--- src/rtl/prod_accum_if.sv ---
// Handshake and result bundle between a product source and the prod_accum frame accumulator.
interface prod_accum_if #(
    parameter int N     = 4,
    parameter int ACC_W = 12
);
    logic             clear;
    logic             in_valid;
    logic [2*N-1:0]   prod;
    logic [ACC_W-1:0] sum;
    logic             sum_valid;
    logic             ovf;
    logic             busy;

    modport master (output clear, in_valid, prod, input sum, sum_valid, ovf, busy);
    modport slave  (input clear, in_valid, prod, output sum, sum_valid, ovf, busy);
endinterface

--- src/rtl/prod_accum.sv ---
// Accumulates CNT unsigned products per frame and publishes a registered sum with a sticky wrap flag.
//   state  | meaning
//   S_IDLE | no frame open; next valid product starts a frame
//   S_ACC  | frame open; products accumulate until the CNT-th arrives
module prod_accum #(
    parameter int N     = 4,
    parameter int CNT   = 8,
    parameter int ACC_W = 12
) (
    input  logic        clk,
    input  logic        rst_n,
    prod_accum_if.slave bus
);
    localparam int CW = $clog2(CNT + 1);
    localparam logic [CW-1:0] LAST = CW'(CNT - 1);
    localparam logic [0:0] S_IDLE = 1'b0;
    localparam logic [0:0] S_ACC  = 1'b1;

    logic [0:0]       state;
    logic [ACC_W-1:0] acc;
    logic [CW-1:0]    count;
    logic             ovf_run;
    logic [ACC_W-1:0] sum_r;
    logic             sum_valid_r;
    logic             ovf_r;
    logic [ACC_W:0]   add_full;

    // One spare bit on top catches the carry out of the accumulator.
    assign add_full = {1'b0, acc} + (ACC_W + 1)'(bus.prod);

    always_ff @(posedge clk or negedge rst_n) begin
        if (!rst_n) begin
            state       <= S_IDLE;
            acc         <= '0;
            count       <= '0;
            ovf_run     <= 1'b0;
            sum_r       <= '0;
            sum_valid_r <= 1'b0;
            ovf_r       <= 1'b0;
        end else begin
            sum_valid_r <= 1'b0;
            if (bus.clear) begin
                state   <= S_IDLE;
                acc     <= '0;
                count   <= '0;
                ovf_run <= 1'b0;
            end else if (bus.in_valid) begin
                case (state)
                    S_IDLE: begin
                        acc     <= ACC_W'(bus.prod);
                        count   <= CW'(1);
                        ovf_run <= 1'b0;
                        state   <= S_ACC;
                    end
                    default: begin
                        if (count == LAST) begin
                            sum_r       <= add_full[ACC_W-1:0];
                            ovf_r       <= ovf_run | add_full[ACC_W];
                            sum_valid_r <= 1'b1;
                            acc         <= '0;
                            count       <= '0;
                            ovf_run     <= 1'b0;
                            state       <= S_IDLE;
                        end else begin
                            acc     <= add_full[ACC_W-1:0];
                            count   <= count + 1'b1;
                            ovf_run <= ovf_run | add_full[ACC_W];
                        end
                    end
                endcase
            end
        end
    end

    assign bus.sum       = sum_r;
    assign bus.sum_valid = sum_valid_r;
    assign bus.ovf       = ovf_r;
    assign bus.busy      = (state == S_ACC);
endmodule
--- src/flat_wrapper.sv ---
// flat-port wrapper written by rule: the top's interface ports become plain ports
module prod_accum_flat 
#(
    parameter int N     = 4,
    parameter int CNT   = 8,
    parameter int ACC_W = 12
)
  (clk, rst_n, bus_clear, bus_in_valid, bus_prod, bus_sum, bus_sum_valid, bus_ovf, bus_busy);
  prod_accum_if #(.N(N), .ACC_W(ACC_W)) bus_i ();
  input  logic clk;
  input  logic rst_n;
  input wire logic [$bits(bus_i.clear)-1:0] bus_clear;
  input wire logic [$bits(bus_i.in_valid)-1:0] bus_in_valid;
  input wire logic [$bits(bus_i.prod)-1:0] bus_prod;
  output wire logic [$bits(bus_i.sum)-1:0] bus_sum;
  output wire logic [$bits(bus_i.sum_valid)-1:0] bus_sum_valid;
  output wire logic [$bits(bus_i.ovf)-1:0] bus_ovf;
  output wire logic [$bits(bus_i.busy)-1:0] bus_busy;
  assign bus_i.clear = bus_clear;
  assign bus_i.in_valid = bus_in_valid;
  assign bus_i.prod = bus_prod;
  assign bus_sum = bus_i.sum;
  assign bus_sum_valid = bus_i.sum_valid;
  assign bus_ovf = bus_i.ovf;
  assign bus_busy = bus_i.busy;
  prod_accum #(.N(N), .CNT(CNT), .ACC_W(ACC_W)) u_core (.clk(clk), .rst_n(rst_n), .bus(bus_i));
endmodule
--- config.mk ---
export PLATFORM = sky130hd
export DESIGN_NAME = prod_accum_flat
export DESIGN_NICKNAME = d
export VERILOG_FILES = /design/src/rtl/prod_accum_if.sv /design/src/rtl/prod_accum.sv /design/src/flat_wrapper.sv
export SDC_FILE = /design/constraint.sdc
export NUM_CORES = 1
export LEC_CHECK = 0
export ABC_AREA = 0
export BUFFER_PORTS_ARGS = -buffer_cell sky130_fd_sc_hd__buf_2
export CAP_MARGIN = 10
export CORE_ASPECT_RATIO = 1.2
export CORE_MARGIN = 2
export CORE_UTILIZATION = 31
export DETAILED_ROUTE_END_ITERATION = 7
export MAX_ROUTING_LAYER = met4
export PLACE_DENSITY_LB_ADDON = 0.15
export SLEW_MARGIN = 20
export SYNTH_ARGS = -nofsm -noshare
export SYNTH_HDL_FRONTEND = slang
export SYNTH_SLANG_ARGS = --single-unit
--- constraint.sdc ---
create_clock -name clk -period 3.4 [get_ports clk]
set_input_delay 0.17 -clock clk [delete_from_list [all_inputs] [get_ports clk]]
set_output_delay 0.17 -clock clk [all_outputs]
set_load 0.03 [all_outputs]
==> key figures, run 1 <==
STA
  • Hold Slack: 142 ps
  • RSZ-0062 raised after global routing: no
  • Endpoints failing hold: 0
  • Minimum clock period: 2290 ps
  • Fmax achieved: 436 MHz
  • Worst setup margin: 1110 ps
  • Final setup fails: 0
  • Worst-Margin Slew: 889 ps
  • Clock Skews: 3.87 ps
  • Relative slew slack: 0.405
  • Max Slew Vio Count: 0
  • Final period util: 0.674
  • Setup TNS: 0 ps

Route
  • DRT Pass-1 Iters: 4
  • Vias: 1,416
  • Detailed-route wire length: 3.90 mm
  • Routed length per instance: 14.2 microns
  • Antenna-violating nets left: 0
  • Via density: 5.15
  • Residual DRC count: 0
  • Drt initial violations: 46

Placement
  • GP Congestion: 0.756
  • Post-Place Cell Area: 0.00194 sq mm
  • DP HPWL: 2.83 mm
  • Pre-CTS setup slack: 1080 ps
  • IO Port Bufs: 26

Cells and area
  • Inserted Diodes: 0
  • Area grow syn2layout: 15.6%
  • Util after Layout: 0.365
  • Layout Nets: 233
  • Final instance area: 0.00203 sq mm
  • Share of layout cells above drive strength 1: 0.190

Clock tree
  • CTS H-tree depth: 2
  • Post-CTS sizing: 0
  • Maximum clock insertion buffer count: 2
  • Insertion delay of the later-clocked pin in the worst-skew pair: 280 ps
  • CTS tree: done
  • Clk sinks: 32
  • Worst-path clk slew: 60 ps
  • Cts bufs inserted: 5
  • Root buf cell: clkbuf_8

Setup path
  • CP Capture Type: flip-flop
  • CP max stage delay: 410 ps
  • CP max stage cell: fa_1
  • Crit path DAT: 2440 ps
  • Crit Path Max Fanout: 4
  • Crit-path cells: ha_1, fa_1, a21o_1, a221oi_1, a221oi_2, a31oi_1, o21ai_0
  • CP delay by family, top: compound AO/OA/AOI/OAI gates
  • Worst Setup Start Kind: flip-flop
  • Critical path class: reg -> reg
  • CP bufs+invs: 0
  • Worst EP required: 3550 ps

Synth
  • Cell area after synthesis: 0.00175 sq mm
  • Synth unique cells: 41
  • Syn Inst Count: 184
  • Post-synth EDFFs: 0
  • Post-synthesis register bit count: 32
  • Async S/R FF share, synth: 1.00
  • Synthesized area per cell: 9.53 sq um
  • Syn. warnings: 0
  • Net count after synthesis: 206
  • Register area share after synthesis: 0.457
  • Synth Flop Type: dfrtp_1

Floorplan
  • Die area: 0.00627 sq mm
  • Die width: 72.6 microns
  • Core area: 0.00556 sq mm
  • Die H: 86.4 microns
  • Initial Util: 0.316
  • I/O pins: 27
  • Num rows: 30

GRT
  • Tot GR Track Use: 0.144
  • Vias in the first global route: 1,384
  • Total congestion overflow: 0
  • Initial antenna violation count: 0
  • First-pass GRT wire length: 6.76 mm
  • Largest net degree at the start of global routing: 33

Pwr
  • LEAKAGE: 0.989 nW
  • Sw Share: 0.279
  • Psw: 0.225 mW
  • PwrDens: 398 mW/mm^2
  • Cell internal pwr: 0.582 mW
  • Gate power share: 0.164
  • Max IR drop VDD: 134 uV
  • Clock share of power: 0.340
  • Part of the power in registers: 0.497

Status
  • Status: finished, final reports clean

Min path
  • Hold Crit Class: in -> reg

Run
  • Max Cap Violations: 0
## layout by cell type (no fill, tap or decap), types with 2 or more instances in the layout
cell      netlist  final
xnor2_1         4      4
o31ai_1         3      3
a222oi_1        2      2
ha_1            9      9
nand3b_1        2      2
nor2_1          9      9
a21o_1          3      3
nand2b_1        2      2
or4_1           2      2
buf_2           2     26
dfrtp_1        32     32
a22oi_1         6      6
nand2_1        27     27
o21ai_0        23     23
nand3_1         6      6
or3_1           2      2
a21oi_1        11     11
xor2_1          5      5
clkbuf_8        0      5
o22ai_1         2      2
and3b_1         2      2
inv_1           5      5
## stage by stage
| stage | cells | power, mW |
|---|---|---|
| global placement | 267 | 0.541 |
| floorplan | 184 | 0.499 |
| CTS | 275 | 0.825 |
| global route | 275 | 0.862 |
| finish | 275 | 0.806 |
| detailed placement | 267 | 0.540 |
## worst paths after layout
path,to,cells after the start,slack (ps),from
max,u_core.bus.ovf,7,1110,u_core.acc[0]
min,u_core.acc[7],3,140,bus_prod[7]
max reg2reg,u_core.bus.ovf,7,1110,u_core.acc[0]
min reg2reg,u_core.bus.sum[0],2,470,u_core.bus.sum[0]
max in group asynchronous,u_core.acc[3],2,2440,rst_n
min in group asynchronous,u_core.bus.sum[7],2,480,rst_n
## state kept, by name, summed over array words and instances, names as in the netlist
| signal | flops |
|---|---|
| u_core.bus.sum | 12 |
| u_core.count | 4 |
| u_core.bus.sum_valid | 1 |
| u_core.acc | 12 |
| u_core.ovf_run | 1 |
| u_core.bus.busy | 1 |
| u_core.bus.ovf | 1 |
## cell usage after synthesis (2+ instances only)
master | number | area (sq um)
xnor2_1 | 4 | 35.0
nand3b_1 | 2 | 15.0
a222oi_1 | 2 | 20.0
nand3_1 | 6 | 30.0
o22ai_1 | 2 | 12.5
or4_1 | 2 | 15.0
nand2b_1 | 2 | 12.5
clkbuf_1 | 6 | 22.5
xor2_1 | 5 | 43.8
o31ai_1 | 3 | 22.5
nand2_1 | 27 | 101
and3b_1 | 2 | 17.5
or3_1 | 2 | 12.5
a21o_1 | 3 | 22.5
dfrtp_1 | 32 | 801
a21oi_1 | 11 | 55.1
buf_2 | 2 | 10.0
ha_1 | 9 | 113
nor2_1 | 9 | 33.8
a22oi_1 | 6 | 45.0
o21ai_0 | 23 | 115
inv_1 | 5 | 18.8
## per-layer routing
layer	vias to the layer above	GRT usage	routed length, microns
li1	723	-	-
met5	-	-	0
met3	7	0.0326	158
met4	0	0.0556	72
met2	32	0.221	1760
met1	654	0.185	1910
## power by group through the flow
stage          logic [mW]  clock network [mW]  registers, mW
2_1_floorplan      0.0932                   0          0.406
3_3_place_gp        0.134                   0          0.407
3_5_place_dp        0.133                   0          0.407
4_1_cts             0.134               0.290          0.400
5_1_grt             0.153               0.308          0.402
6_report            0.132               0.274          0.400
## cell families (layout without fill, tap and decap cells)
group,after synthesis,count (layout),synth area share
AO/OA/AOI/OAI,60,60,0.223
adder cells (fa/ha/maj),10,10,0.0757
flip-flops,32,32,0.457
buffers and inverters,13,40,0.0293
XOR/XNOR,9,9,0.0450
multiplexers,1,1,0.00571
AND/OR/NAND/NOR,59,59,0.164
## worst min-delay path: stages
cell and delay, ps:
buf_2 90, a22oi_1 60, o21ai_0 70
## timing repair
action | 4_1_cts | 5_1_grt
hold buffers | 1 | 0
hold endpoints to repair | 32 | 0
buffers inserted | 0 | 0
## cell type report
type	instances	area, sq um
fill	598	3530
multi-input combinational	139	901
sequential	32	801
timing repair buffer	28	148
tap	64	80.1
clock buffer	6	72.6
inverter	5	18.8
clock inverter	1	5.00
Power figures use the tool's default switching activity.
==> inputs of run 2 (changes only) <==
- clock period: 3.4 -> 2.2 ns (I/O delays scaled with it)
==> key figures, run 2 (synthesis gave the netlist of run 1 again) <==
Route
  • Via density: 5.11 (-0.75%)
  • Antenna-violating nets left: 0 (unchanged)
  • Vias: 1,431 (+1.1%)
  • DRT Pass-1 Iters: 4 (unchanged)
  • Detailed-route wire length: 3.83 mm (-1.8%)
  • Drt initial violations: 66 (+43%)
  • Residual DRC count: 0 (unchanged)
  • Routed length per instance: 13.7 microns (-3.5%)

Floorplan
  • Die width: 72.6 microns (unchanged)
  • I/O pins: 27 (unchanged)
  • Die H: 86.4 microns (unchanged)
  • Initial Util: 0.316 (unchanged)
  • Num rows: 30 (unchanged)
  • Die area: 0.00627 sq mm (unchanged)
  • Core area: 0.00556 sq mm (unchanged)

Setup path
  • CP Capture Type: flip-flop
  • CP max stage cell: ha_1
  • Critical path class: reg -> reg
  • Worst EP required: 2370 ps (-1180 ps)
  • Reg2Reg Setup Slack: 140 ps (-970 ps)
  • Critical Path Source: u_core.acc[5]
  • CP delay by family, top: compound AO/OA/AOI/OAI gates
  • Worst R2R Start: u_core.acc[5]
  • Setup crit end: u_core.acc[10]
  • CP max stage delay: 410 ps (about the same)
  • CP bufs+invs: 1 (+1)
  • Crit path DAT: 2230 ps (-210 ps)
  • Crit Path Max Fanout: 6 (+2)
  • CP Depth: 7 (unchanged)
  • Worst Setup Start Kind: flip-flop
  • Crit-path cells: ha_1, and3_2, a221oi_2, buf_4, a221oi_4, o22ai_1, a22o_1
  • Reg2reg end: u_core.acc[10]
  • Worst R2R Path Depth: 7 (unchanged)

STA
  • Setup TNS: 0 ps (unchanged)
  • Worst-Margin Slew: 737 ps (-153 ps)
  • RSZ-0062 raised after global routing: no
  • Fmax achieved: 485 MHz (+11%)
  • Final period util: 0.937 (+0.263)
  • Max Slew Vio Count: 0 (unchanged)
  • Relative slew slack: 0.509 (+0.104)
  • Final setup fails: 0 (unchanged)
  • Minimum clock period: 2060 ps (-231 ps)
  • Endpoints failing hold: 0 (unchanged)
  • Clock Skews: 3.81 ps (-0.0653 ps)

Cells and area
  • Most frequent cells in the layout: 32 x dfrtp_1, 27 x nand2_1, 26 x buf_2
  • Util after Layout: 0.381 (+0.0164)
  • Most common library cell in the layout ignoring fill and taps: dfrtp_1
  • Share of layout cells above drive strength 1: 0.227 (+0.0373)
  • Layout Nets: 237 (+1.7%)
  • Area grow syn2layout: 20.8%
  • Final instance area: 0.00212 sq mm (+4.5%)
  • Inserted Diodes: 0 (unchanged)

Clock tree
  • CTS H-tree depth: 2 (unchanged)
  • Setup bufs post-CTS: 0 (unchanged)
  • CTS tree: done
  • Maximum clock insertion buffer count: 2 (unchanged)
  • Root buf cell: clkbuf_8
  • Worst-path clk slew: 60 ps (about the same)
  • Cts bufs inserted: 5 (unchanged)
  • Insertion delay of the later-clocked pin in the worst-skew pair: 280 ps (about the same)
  • Clk sinks: 32 (unchanged)

Pwr
  • PwrDens: 656 mW/mm^2 (+65%)
  • Max IR drop VDD: 232 uV (+73%)
  • Tot Pwr: 1.39 mW (+72%)
  • LEAKAGE: 1.03 nW (+4.4%)

GRT
  • Tot GR Track Use: 0.144 (about the same)
  • Vias in the first global route: 1,434 (+3.6%)
  • Largest net degree at the start of global routing: 33 (unchanged)
  • Total congestion overflow: 0 (unchanged)
  • Initial antenna violation count: 0 (unchanged)
  • First-pass GRT wire length: 6.81 mm (+0.81%)

Placement
  • DP HPWL: 2.84 mm (+0.54%)
  • Post-Place Cell Area: 0.00197 sq mm (+1.5%)
  • IO Port Bufs: 26 (unchanged)
  • GP Congestion: 0.798 (+5.5%)

Status
  • Status: finished, final reports clean

Min path
  • Hold Crit Class: in -> reg

Run
  • Max Cap Violations: 0 (unchanged)
==> run 2: cell types whose count changed in the layout (fill, tap and decap cells not counted) <==
cell and delta:
a221oi_1 -1, fa_2 +1, a211oi_2 +1, a221oi_4 +1, bufinv_16 +1, a31oi_1 -1
buf_4 +4, a211oi_1 -1, fa_1 -1, a31oi_2 +1
==> run 2: layout make-up <==
type | instances | area, sq um
Inverter | 5 | 18.8
Clock buffer | 6 | 72.6
Tap cell | 64 | 80.1
Timing Repair Buffer | 32 | 178
Sequential cell | 32 | 801
Clock inverter | 2 | 35.0
Multi-Input combinational cell | 139 | 932
Fill cell | 584 | 3440
==> run 2: what timing repair did <==
item / 4_1_cts / 5_1_grt
hold endpoints to repair: 32 / 0
setup endpoints to repair: 0 / 8
hold buffers: 1 / 0
gates resized for setup: 0 / 5
==> run 2: worst min path at each step <==
stage,cells past startpoint,endpoint,from
after floorplan,0,u_core.acc[0],rst_n
after global routing,3,u_core.acc[7],bus_prod[7]
after detailed placement,1,u_core.bus.sum[7],rst_n
after global placement,1,u_core.bus.sum[5],rst_n
after CTS,3,u_core.acc[7],bus_prod[7]
final,3,u_core.acc[2],bus_prod[2]
==> run 2: through the flow <==
| stage | hold slack [ps] | cells | setup WS [ps] |
|---|---|---|---|
| after floorplan | -186 | 184 | 84.7 |
| after global placement | 221 | 271 | 49.9 |
| after detailed placement | 222 | 271 | 26.6 |
| after CTS | 68.3 | 280 | 17.9 |
| after global routing | 83.3 | 280 | 1.47 |
| final | 80.5 | 280 | 139 |
==> run 2: worst min-delay path, delay by kind of cell <==
family,cells,cell delay [ps]
AO/OA/AOI/OAI,2,130
buffers and inverters,1,90
==> run 2: power breakdown <==
group / switching [mW] / internal, mW
combinational: 0.132 / 0.0869
sequential: 0.0137 / 0.605
clock: 0.215 / 0.336
==> run 2: metal layers <==
| layer | track usage | wire, microns | vias up |
|---|---|---|---|
| li1 | - | - | 727 |
| met1 | 0.186 | 1890 | 658 |
| met2 | 0.221 | 1650 | 39 |
| met3 | 0.0267 | 211 | 7 |
| met4 | 0.0606 | 73 | 0 |
| met5 | - | 0 | - |
==> inputs of run 3 (changes only) <==
- PLACE_DENSITY_LB_ADDON: 0.15 -> not set
- SETUP_SLACK_MARGIN: not set -> 0.02
==> key figures, run 3 (synthesis gave the netlist of run 1 again) <==
STA
  • Final period util: 0.920 (-0.0166)
  • Final setup fails: 0 (unchanged)
  • Clock Skews: 4.44 ps (+0.634 ps)
  • Endpoints failing hold: 0 (unchanged)
  • Relative slew slack: 0.522 (+0.0129)
  • Worst-Margin Slew: 717 ps (-19.3 ps)
  • Fmax achieved: 494 MHz (+1.8%)
  • Max Slew Vio Count: 0 (unchanged)
  • Setup TNS: 0 ps (unchanged)
  • Minimum clock period: 2020 ps (-36.6 ps)
  • RSZ-0062 raised after global routing: no

GRT
  • Largest net degree at the start of global routing: 33 (unchanged)
  • Tot GR Track Use: 0.140 (-0.00383)
  • Total congestion overflow: 0 (unchanged)
  • First-pass GRT wire length: 6.72 mm (-1.3%)
  • Vias in the first global route: 1,383 (-3.6%)
  • Initial antenna violation count: 0 (unchanged)

Route
  • Antenna-violating nets left: 0 (unchanged)
  • Detailed-route wire length: 3.81 mm (-0.50%)
  • Routed length per instance: 13.7 microns (-0.14%)
  • Residual DRC count: 0 (unchanged)
  • DRT Pass-1 Iters: 4 (unchanged)
  • Via density: 5.19 (+1.6%)
  • Drt initial violations: 84 (+27%)
  • Vias: 1,448 (+1.2%)

Setup path
  • Worst EP required: 2420 ps (+50 ps)
  • Crit Path Max Fanout: 7 (+1)
  • Crit path DAT: 2240 ps (about the same)
  • Worst Setup Start Kind: flip-flop
  • CP Capture Type: flip-flop
  • Critical path class: reg -> reg

Cells and area
  • Share of layout cells above drive strength 1: 0.223 (-0.00360)
  • Register Area: 801 sq um (unchanged)
  • Most common library cell in the layout ignoring fill and taps: dfrtp_1
  • Fill count: 587 (+0.51%)
  • Finished Layout Cells: 279 (-0.36%)
  • Area occupied by multi-input gates: 922 sq um (-1.1%)
  • Area grow syn2layout: 18.5%
  • Inserted Diodes: 0 (unchanged)
  • Layout Nets: 237 (unchanged)
  • Most frequent cells in the layout: 32 x dfrtp_1, 27 x nand2_1, 26 x buf_2
  • Util after Layout: 0.374 (-0.00721)

Pwr
  • Sw Share: 0.281 (+0.0216)
  • Psw: 0.356 mW (-1.3%)
  • PwrDens: 609 mW/mm^2 (-7.1%)
  • Cell internal pwr: 0.909 mW (-12%)
  • Max IR drop VDD: 231 uV (-0.45%)
  • LEAKAGE: 1.01 nW (-2.0%)
  • Gate power share: 0.176 (+0.018)
  • Part of the power in registers: 0.489 (+0.043)
  • Clock share of power: 0.335 (-0.062)

Floorplan
  • Die H: 86.4 microns (unchanged)
  • Initial Util: 0.316 (unchanged)
  • Die area: 0.00627 sq mm (unchanged)
  • Core area: 0.00556 sq mm (unchanged)
  • I/O pins: 27 (unchanged)
  • Num rows: 30 (unchanged)
  • Die width: 72.6 microns (unchanged)

Clock tree
  • Root buf cell: clkbuf_8
  • Clk sinks: 32 (unchanged)
  • Insertion delay of the later-clocked pin in the worst-skew pair: 280 ps (about the same)
  • Cts bufs inserted: 5 (unchanged)
  • CTS tree: done
  • Setup bufs post-CTS: 0 (unchanged)
  • CTS H-tree depth: 2 (unchanged)
  • Maximum clock insertion buffer count: 2 (unchanged)
  • Worst-path clk slew: 70 ps (about the same)

Placement
  • Placed cells: 271 (unchanged)
  • IO Port Bufs: 26 (unchanged)
  • DP HPWL: 2.86 mm (+0.45%)
  • GP Congestion: 0.812 (+1.8%)

Run
  • Max Cap Violations: 0 (unchanged)

Status
  • Status: finished, final reports clean

Min path
  • Hold Crit Class: in -> reg
==> run 3: cell count changes in the layout (fill, tap and decap cells not counted), sizes merged <==
cell	delta
bufinv	-1
==> run 3: stage by stage <==
stage	hold slack (ps)	instance area (sq um)	power (mW)	setup slack, ps
final	83.6	2080	1.26	176
after global routing	103	2080	1.33	49.7
after CTS	79.8	2060	1.27	105
after floorplan	-186	1750	0.771	84.7
after detailed placement	215	1970	0.843	17.0
after global placement	211	1970	0.841	69.0
==> run 3: power by group through the flow <==
stage | Combinational (mW) | Sequential, mW | Clock (mW)
floorplan | 0.144 | 0.627 | 0
global placement | 0.213 | 0.629 | 0
detailed placement | 0.214 | 0.629 | 0
CTS | 0.220 | 0.618 | 0.431
global route | 0.251 | 0.621 | 0.458
finish | 0.222 | 0.619 | 0.424
==> run 3: cell type report <==
cell class / instances / share of cell area
inverters: 5 / 0.00904
clock buffers: 6 / 0.0349
flip-flops and latches: 32 / 0.386
clock inverters: 1 / 0.00241
multi-input cells: 139 / 0.444
repair buffers: 32 / 0.0855
well taps: 64 / 0.0386
==> run 3: timing repair <==
action | CTS | global route
pin swaps | 0 | 3
gates cloned | 0 | 0
gates resized for setup | 1 | 3
hold buffers | 1 | 0
endpoints found under the hold margin | 32 | 0
setup endpoints to repair | 1 | 6
==> run 3: critical path: stages, from the launching register on <==
cell and delay, ps:
dfrtp_1 390, ha_1 410, nand2_2 90, o41ai_2 370, a31oi_2 150, or4_1 450
nand3_1 90
==> run 3: path summary, 6_finish.rpt <==
kind | cells past startpoint | to | slack [ps] | from
max reg2reg | 6 | u_core.acc[11] | 180 | u_core.acc[5]
min reg2reg | 2 | u_core.bus.sum[0] | 470 | u_core.bus.sum[0]
min | 3 | u_core.acc[2] | 80 | bus_prod[2]
max in group asynchronous | 2 | u_core.acc[9] | 1320 | rst_n
min in group asynchronous | 2 | u_core.count[2] | 420 | rst_n
max | 6 | u_core.acc[11] | 180 | u_core.acc[5]
==> run 3: layer usage <==
layer,share of wire,GRT usage,vias to the layer above,wire length [microns]
li1,-,-,726,-
met1,0.47,0.184,687,1800
met2,0.47,0.216,30,1780
met3,0.041,0.0256,5,157
met4,0.018,0.0539,0,70
met5,0,-,-,0
